[src/rtl/pc_redirect_ctrl_pkg.sv]
// Shared types and flush encodings for the fetch-PC redirect controller.
// Flush vectors are {ex, id, if}.
package pc_redirect_ctrl_pkg;

    typedef enum logic [2:0] {
        RS_NONE,
        RS_IRQ,
        RS_ERET,
        RS_BR,
        RS_JMP
    } redirect_src_t;

    typedef enum logic [1:0] {
        BOOT,
        RUN,
        PENDING
    } redir_state_t;

    localparam logic [2:0] FL_NONE = 3'b000;
    localparam logic [2:0] FL_IRQ  = 3'b111;
    localparam logic [2:0] FL_ERET = 3'b001;
    localparam logic [2:0] FL_BR   = 3'b011;
    localparam logic [2:0] FL_JMP  = 3'b001;
    localparam logic [2:0] FL_ALL  = 3'b111;

    function automatic logic [2:0] src_flush(input redirect_src_t s);
        logic [2:0] f;
        f = FL_NONE;
        unique case (s)
            RS_IRQ:  f = FL_IRQ;
            RS_ERET: f = FL_ERET;
            RS_BR:   f = FL_BR;
            RS_JMP:  f = FL_JMP;
            default: f = FL_NONE;
        endcase
        return f;
    endfunction

endpackage

[src/rtl/pc_redirect_ctrl_prio_sel.sv]
// Fixed-priority redirect arbiter: irq > eret > br > jmp.
// Purely combinational; losing requests are simply dropped.
module redirect_prio_sel
    import pc_redirect_ctrl_pkg::*;
#(
    parameter int XLEN = 64
) (
    input  logic            irq_req,
    input  logic            eret_req,
    input  logic            br_req,
    input  logic            jmp_req,
    input  logic [XLEN-1:0] handler_base,
    input  logic [XLEN-1:0] epc,
    input  logic [XLEN-1:0] br_target,
    input  logic [XLEN-1:0] jmp_target,
    output redirect_src_t   src,
    output logic [XLEN-1:0] target,
    output logic [2:0]      flush
);

    always_comb begin
        src    = RS_NONE;
        target = '0;
        priority case (1'b1)
            irq_req: begin
                src    = RS_IRQ;
                target = handler_base;
            end
            eret_req: begin
                src    = RS_ERET;
                target = epc;
            end
            br_req: begin
                src    = RS_BR;
                target = br_target;
            end
            jmp_req: begin
                src    = RS_JMP;
                target = jmp_target;
            end
            default: begin
                src    = RS_NONE;
                target = '0;
            end
        endcase
        flush = src_flush(src);
    end

endmodule

[src/rtl/pc_redirect_ctrl.sv]
// Architectural fetch-PC owner: sequential advance, prioritised redirects,
// pending redirects while fetch is busy, and the handler-base register.
module pc_redirect_ctrl
    import pc_redirect_ctrl_pkg::*;
#(
    parameter int              XLEN       = 64,
    parameter logic [XLEN-1:0] RESET_PC   = '0,
    parameter logic [XLEN-1:0] HANDLER_PC = '0
) (
    input  logic            clk,
    input  logic            reset_n,
    input  logic            fetch_ready,
    input  logic            stall,
    input  logic            irq_take,
    input  logic            eret,
    input  logic [XLEN-1:0] epc,
    input  logic            br_taken,
    input  logic [XLEN-1:0] br_target,
    input  logic            jmp_valid,
    input  logic [XLEN-1:0] jmp_target,
    input  logic            cfg_we,
    input  logic [XLEN-1:0] cfg_wdata,
    output logic [XLEN-1:0] pc,
    output logic            pc_valid,
    output logic            flush_if,
    output logic            flush_id,
    output logic            flush_ex,
    output logic            redirect_pend,
    output logic [XLEN-1:0] handler_base,
    output logic            misaligned
);

    redir_state_t    state_q, state_d;
    logic [XLEN-1:0] pc_q, pc_d;
    logic [XLEN-1:0] pend_pc_q, pend_pc_d;
    logic [XLEN-1:0] hb_q, hb_d;
    logic            mis_q, mis_d;

    logic            in_run, in_pend;
    redirect_src_t   sel_src;
    logic [XLEN-1:0] sel_target;
    logic [2:0]      sel_flush;
    logic [2:0]      flush_v;
    logic [XLEN-1:0] pend_ld;

    assign in_run  = (state_q == RUN);
    assign in_pend = (state_q == PENDING);

    // Only an interrupt may override a waiting redirect; the rest are wrong-path.
    redirect_prio_sel #(.XLEN(XLEN)) u_sel (
        .irq_req      (irq_take & (in_run | in_pend)),
        .eret_req     (eret & in_run),
        .br_req       (br_taken & in_run),
        .jmp_req      (jmp_valid & in_run),
        .handler_base (hb_q),
        .epc          (epc),
        .br_target    (br_target),
        .jmp_target   (jmp_target),
        .src          (sel_src),
        .target       (sel_target),
        .flush        (sel_flush)
    );

    always_comb begin
        state_d   = state_q;
        pc_d      = pc_q;
        pend_pc_d = pend_pc_q;
        mis_d     = 1'b0;
        flush_v   = sel_flush;
        pend_ld   = (sel_src == RS_IRQ) ? sel_target : pend_pc_q;
        hb_d      = cfg_we ? (cfg_wdata & ~XLEN'(3)) : hb_q;
        unique case (state_q)
            BOOT: begin
                state_d = RUN;
                flush_v = FL_ALL;
            end
            RUN: begin
                if (sel_src != RS_NONE) begin
                    if (fetch_ready) begin
                        pc_d  = sel_target;
                        mis_d = |sel_target[1:0];
                    end else begin
                        pend_pc_d = sel_target;
                        state_d   = PENDING;
                    end
                end else if (fetch_ready && !stall) begin
                    pc_d = pc_q + XLEN'(4);
                end
            end
            PENDING: begin
                if (fetch_ready) begin
                    pc_d    = pend_ld;
                    mis_d   = |pend_ld[1:0];
                    state_d = RUN;
                end else begin
                    pend_pc_d = pend_ld;
                end
            end
            default: begin
                state_d = BOOT;
                flush_v = FL_ALL;
            end
        endcase
    end

    always_ff @(posedge clk or negedge reset_n) begin
        if (!reset_n) begin
            state_q   <= BOOT;
            pc_q      <= RESET_PC;
            pend_pc_q <= RESET_PC;
            hb_q      <= HANDLER_PC;
            mis_q     <= 1'b0;
        end else begin
            state_q   <= state_d;
            pc_q      <= pc_d;
            pend_pc_q <= pend_pc_d;
            hb_q      <= hb_d;
            mis_q     <= mis_d;
        end
    end

    assign pc            = pc_q;
    assign pc_valid      = in_run;
    assign redirect_pend = in_pend;
    assign handler_base  = hb_q;
    assign misaligned    = mis_q;
    assign flush_if      = flush_v[0];
    assign flush_id      = flush_v[1];
    assign flush_ex      = flush_v[2];

endmodule
[config.mk]
export PLATFORM = sky130hd
export DESIGN_NAME = pc_redirect_ctrl
export DESIGN_NICKNAME = d
export VERILOG_FILES = /design/src/rtl/pc_redirect_ctrl_pkg.sv /design/src/rtl/pc_redirect_ctrl_prio_sel.sv /design/src/rtl/pc_redirect_ctrl.sv
export SDC_FILE = /design/constraint.sdc
export NUM_CORES = 1
export LEC_CHECK = 0
export CELL_PAD_IN_SITES_DETAIL_PLACEMENT = 1
export CELL_PAD_IN_SITES_GLOBAL_PLACEMENT = 1
export CORE_ASPECT_RATIO = 0.9
export CORE_UTILIZATION = 37
export DETAILED_ROUTE_END_ITERATION = 6
export GPL_ROUTABILITY_DRIVEN = 0
export HOLD_SLACK_MARGIN = 0.1
export PLACE_DENSITY_LB_ADDON = 0.1
export SYNTH_ARGS = -nofsm -noshare
export SYNTH_HDL_FRONTEND = slang
export SYNTH_HIERARCHICAL = 1
export SYNTH_SLANG_ARGS = --single-unit
export TNS_END_PERCENT = 5
[constraint.sdc]
create_clock -name clk -period 7.9 [get_ports clk]
set_input_delay 1.975 -clock clk [delete_from_list [all_inputs] [get_ports clk]]
set_output_delay 1.975 -clock clk [all_outputs]
set_load 0.03 [all_outputs]
======== Yosys cells after proc, flatten, opt, wreduce, memory -nomap -nowiden ========
Cells that the tools add are included.
storage, ports and cells
  input bits .............................. 265
  output and inout bits ................... 134
  word-level logic and storage cells ...... 63
  flip-flop bits (word level) ............. 193
operators by class
  mux-type cells .......................... 28
  equality and inequality tests ........... 12
  reductions and logical operators ........ 12
  $add $sub $neg .......................... 1
  bitwise logic cells ..................... 5
operators by type and width
  kind                                           number
  two-way mux 64 bit                             12
  case mux 64 bit (2 select lines)               2
  adder 64 x 3 -> 64 bit, second input constant  1
  two-way mux 3 bit                              5
  case mux 3 bit (3 select lines)                1
  AND reduction 4 bit                            2
  OR reduction 2 bit                             4
  == test 3 x 2 -> 1 bit, second input constant  2
  two-way mux 2 bit                              3
  != test 2 bit, second input constant           3
  case mux 2 bit (3 select lines)                1
  bitwise AND 1 bit                              4
  == test 3 x 1 -> 1 bit, second input constant  1
  == test 3 bit, second input constant           1
  two-way mux 1 bit                              3
  != test 3 x 1 -> 1 bit, second input constant  1
  != test 3 bit, second input constant           1
  AND reduction 3 bit                            1
  nonzero test 3 bit                             1
  == test 2 x 1 -> 1 bit, second input constant  1
  == test 2 bit, second input constant           1
  logical NOT 2 bit                              1
  != test 2 x 1 -> 1 bit, second input constant  1
  case mux 1 bit (2 select lines)                1
  other kinds (4)                                4

======== Logic depth before layout (Yosys ltp) ========
  word-level depth ........................ 11
  depth in mapped cells ................... 17
  mapped depth without buffers ............ 11

======== By module ========
The synthesis kept the hierarchy.
by module, submodules not included
  module             seq. area each (µm²)  area an instance (µm²)  cells an instance  instances
  pc_redirect_ctrl   4829.6                10587.7                 1078               1
  redirect_prio_sel  0.0                   1798.0                  302                1

======== Worst setup path after synthesis ========
OpenSTA, ideal clock, no wires.
  kind .................................... input -> output
  start point ............................. in eret
  end point ............................... out flush_if
  stages on the path ...................... 5
  required time ........................... 5925 ps
  path buffers ............................ 2
  slack ................................... 2741 ps
  data arrival time ....................... 3184 ps
  cells stage by stage .................... and2_1 -> buf_4 -> buf_2 -> or4_1 -> nand2b_1
on the way
  word-level cells in the longest chain between the ends .. 7
  elaborated cells between the ends (all ways) .. 10
  classes of those cells .................. eq/ne: 4; mux: 4; bitwise: 1; reduce/logical: 1
ends and longest elaborated chain
  what                                                            line                             text
  start, declared                                                 pc_redirect_ctrl.sv:15           input logic eret,
  bitwise AND 1 bit (*)                                           pc_redirect_ctrl.sv:52           .eret_req (eret & in_run),
  two-way mux 3 bit (*) (2 in series)                             pc_redirect_ctrl_prio_sel.sv:24  priority case (1'b1)
  == test 3 x 2 -> 1 bit / == test 3 bit (equally long branches)  pc_redirect_ctrl_pkg.sv:29       unique case (s)
  OR reduction 2 bit (no line)                                    --
  case mux 3 bit (3 select lines) (*)                             pc_redirect_ctrl_pkg.sv:29
  named net sel_flush[0]                                          pc_redirect_ctrl.sv:42           logic [2:0] sel_flush;
  two-way mux 3 bit (*)                                           pc_redirect_ctrl.sv:72           unique case (state_q)
  end, declared                                                   pc_redirect_ctrl.sv:25           output logic flush_if,
Mark *: on every way through the listed nets, which the timed path passes. The rest lies on a longest branch.

======== Worst setup path after layout ========
  start point ............................. in irq_take
  end point ............................... out flush_if
on the way
  word-level cells in the longest chain between the ends .. 6
  elaborated cells between the ends (all ways) .. 9
  classes of those cells .................. eq/ne: 4; mux: 3; bitwise: 1; reduce/logical: 1
ends and longest elaborated chain
  what                                                            line                             text
  start, declared                                                 pc_redirect_ctrl.sv:14           input logic irq_take,
  bitwise AND 1 bit (*)                                           pc_redirect_ctrl.sv:51           .irq_req (irq_take & (in_run | in_pend)),
  two-way mux 3 bit (*)                                           pc_redirect_ctrl_prio_sel.sv:24
  == test 3 x 2 -> 1 bit / == test 3 bit (equally long branches)  pc_redirect_ctrl_pkg.sv:29
  OR reduction 2 bit (no line)                                    --
  case mux 3 bit (3 select lines) (*)                             pc_redirect_ctrl_pkg.sv:29
  named net sel_flush[0]                                          pc_redirect_ctrl.sv:42
  two-way mux 3 bit (*)                                           pc_redirect_ctrl.sv:72
Marked as above.

==> qor.csv <==
stage,metric,value,unit
critical_path,worst-path-max-fanout,64,
route,wirelength,55000,um
synth,synth_warnings,6,
route,routed-wl-met2,26000,um
power,p_int,3.66,mW
critical_path,path_class,in -> out,
route,vias,12800,
layout,area_delta_synth_final,38.8,%
synth,async_reset_ff_share,100,%
sta,holdWs,0.496,ns
route,drt_iter0_drc,929,
hold_path,worstHoldEndpoint,pend_pc_q[21],
floorplanning,ios,399,
synth,synth_seq_cells,193,
floorplanning,die_y,176,um
floorplanning,die-area,34200,um^2
sta,finClkSkew,0.0122,ns
critical_path,r2r_setup_slack,3.10,ns
critical_path,reg2reg_from,state_q[1],
clock_network,numCtsBuffers,17,
floorplanning,die_x,195,um
global_routing,antenna_found_initial,5,
route,ant_nets,0,
power,total_power,7.36,mW
placed_design,dpl_cell_area,16500,um^2
flow_run,maxCapViolations,0,
global_routing,grt_pass1_vias,12900,
floorplanning,initial_core_util,37.6,%
hold_path,hp-start,pend_pc_q[21],
placed_design,hpwl,40200,um
power,swShare,50.2,%
global_routing,grt_max_degree,82,
critical_path,r2r_end,pc[34],
critical_path,cp-end-kind,primary output,
sta,setup_violations,0,
sta,fin_tns_setup,0,ns
route,vias_per_cell,5.96,
power,p_sw,3.70,mW
synth,netlist_instances,1380,
clock_network,cts_max_path_buffers,2,
critical_path,required,5.93,ns
clock_network,holdBufCountCts,0,
route,dr_wl_met3,3740,um
hold_path,hold_path_class,reg -> reg,
layout,stdcell_area,17200,um^2
critical_path,r2r_cells,12,
synth,synth_edf_count,0,
global_routing,track_usage,32.0,%
synth,synth_seq_area_share,39.0,%
critical_path,critPathArrivalTime,4.13,ns
global_routing,grt_first_pass_wirelength,81700,um
floorplanning,fp.coreArea,32900,um^2
route,drc_errors,0,
sta,slew_headroom,9.15,%
sta,fin_crit_sh,77.2,%
clock_network,cts-root-buf,clkbuf_16,
synth,syn-cell-area,12400,um^2
clock_network,insertion_delay,0.47,ns
route,wl_met1,24300,um
power,p_comb_share,62.4,%
clock_network,cts.repair.resized,0,
clock_network,clock-sinks,193,
layout,drive_gt1_share,12.8,%
power,peakVddDrop,0.246,mV
sta,rsz0062_at_grt,false,
clock_network,tritoncts,yes,
sta,fmax,0.164,GHz
placed_design,portBuffers,394,
synth,syn_area_per_cell,8.98,um^2
clock_network,cts-htree-levels,4,
sta,period_minus_slack,6.10,ns
route,maxUsedRoutingLayer,met4,
route,drtPass1Iterations,5,
hold_path,hold_depth,1,
sta,tightest_slew,1.35,ns
clock_network,post_cts_buffers,0,
critical_path,startpoint_type,input pin,
synth,synth.distinct_cells,73,
power,pwr-share-clk,13.2,%
floorplanning,rows,63,
clock_network,path_clk_slew,0.07,ns
power,p_leak,6.43,nW
power,power_density,428,nW/um^2
synth,synth_ff_type,dfrtp_1,
global_routing,grt_overflow,0,
sta,finalHoldViolCount,0,
layout,final_nets,1969,
sta,slew_viol_final,0,
power,pwr-share-seq,24.4,%
route,post_drt_wl_per_cell,25.7,um
outcome,status,completed,
==> cell usage after synthesis, types with 11 or more instances <==
cell type  count  area, um^2
o22a_1        12         105
nand2_1      198         743
dfrtp_1      193        4830
buf_4         14         105
o21ai_0       83         415
nand3_1       40         200
clkbuf_1      71         267
mux2i_1       26         260
a221oi_1      69         604
nor2b_1       64         400
o22ai_1       12        75.1
nand4_1       25         156
o211ai_1      16         120
nor2_1        63         236
a21oi_1       78         390
xor2_1        11        96.3
a211oi_1      13        97.6
mux2_2       137        1540
nor3_1        33         165
buf_2         24         120
a31oi_1       22         138
o21ai_1       33         165
==> worst max-delay path, cell delays in order <==
cell             delay [ns]
clkdlybuf4s50_1        0.44
and2_4                 0.35
or4_1                  0.52
nand2b_1               0.16
clkdlybuf4s50_1        0.65
==> flip-flops by register name, indices dropped and copies added, names as in the netlist <==
name          cells
handler_base     62
misaligned        1
pc               64
pend_pc_q        64
state_q           2
==> metal layers <==
layer  up-vias  global-route usage (%)
met2       427                    51.3
li1       5767                       -
met3        56                    7.01
met5         -                   0.570
met1      6501                    43.3
met4         0                    9.42
==> logic make-up (layout without fill, tap and decap cells) <==
group | after synthesis | count (layout) | synth area share, %
other cells | 1 | 9 | 0.0303
flops | 193 | 193 | 39.0
buf+inv | 127 | 457 | 4.59
simple gates | 481 | 481 | 19.0
xor+xnor | 12 | 12 | 0.849
mux | 167 | 167 | 14.9
fa+ha+maj | 4 | 4 | 0.404
compound gates | 395 | 395 | 21.3
==> power by group through the flow <==
stage / sequential [mW] / clock [mW] / combinational (mW)
2_1_floorplan: 2.03 / 0 / 2.59
3_3_place_gp: 1.77 / 0 / 4.40
3_5_place_dp: 1.80 / 0 / 4.52
4_1_cts: 1.78 / 0.989 / 4.56
5_1_grt: 1.84 / 1.02 / 4.92
6_report: 1.79 / 0.972 / 4.59
==> stage by stage <==
stage	setup WS, ns	std cells	utilization (%)
floorplan	2.74	1383	-
global placement	1.82	2103	50.2
detailed placement	1.81	2103	50.2
CTS	1.80	2135	52.1
global route	1.69	2139	52.2
finish	1.80	2140	52.2
==> cell usage in the layout, fill, tap and decap left out, types with 7 or more instances in the layout <==
cell type	instances
a211oi_1	13
a21oi_1	78
a221oi_1	69
a31oi_1	22
and3_1	8
buf_4	22
clkbuf_16	17
clkdlybuf4s50_1	392
dfrtp_1	193
inv_1	8
mux2_2	137
mux2i_1	26
nand2_1	198
nand2b_1	7
nand3_1	40
nand4_1	25
nor2_1	63
nor2b_1	64
nor3_1	32
nor4_1	7
o211ai_1	16
o21ai_0	83
o21ai_1	33
o221ai_1	8
o22a_1	12
o22ai_1	12
o31ai_1	7
or3_1	8
xor2_1	11
==> cell type report <==
type | instances | area (um^2)
inverter | 8 | 30.0
clock inverter | 14 | 204
clock buffer | 18 | 429
tap | 422 | 528
sequential | 193 | 4830
timing repair buffer | 417 | 4130
fill | 3785 | 15800
multi-input combinational | 1063 | 7030
antenna | 5 | 12.5
==> how the worst max path moves through the flow <==
stage	startpoint	slack [ns]	to
after global placement	irq_take	1.82	flush_if
after global routing	irq_take	1.69	flush_if
final	irq_take	1.80	flush_if
after detailed placement	irq_take	1.81	flush_if
after CTS	irq_take	1.80	flush_if
after floorplan	eret	2.74	flush_if
Note: power is estimated with default switching activity, not from simulation.
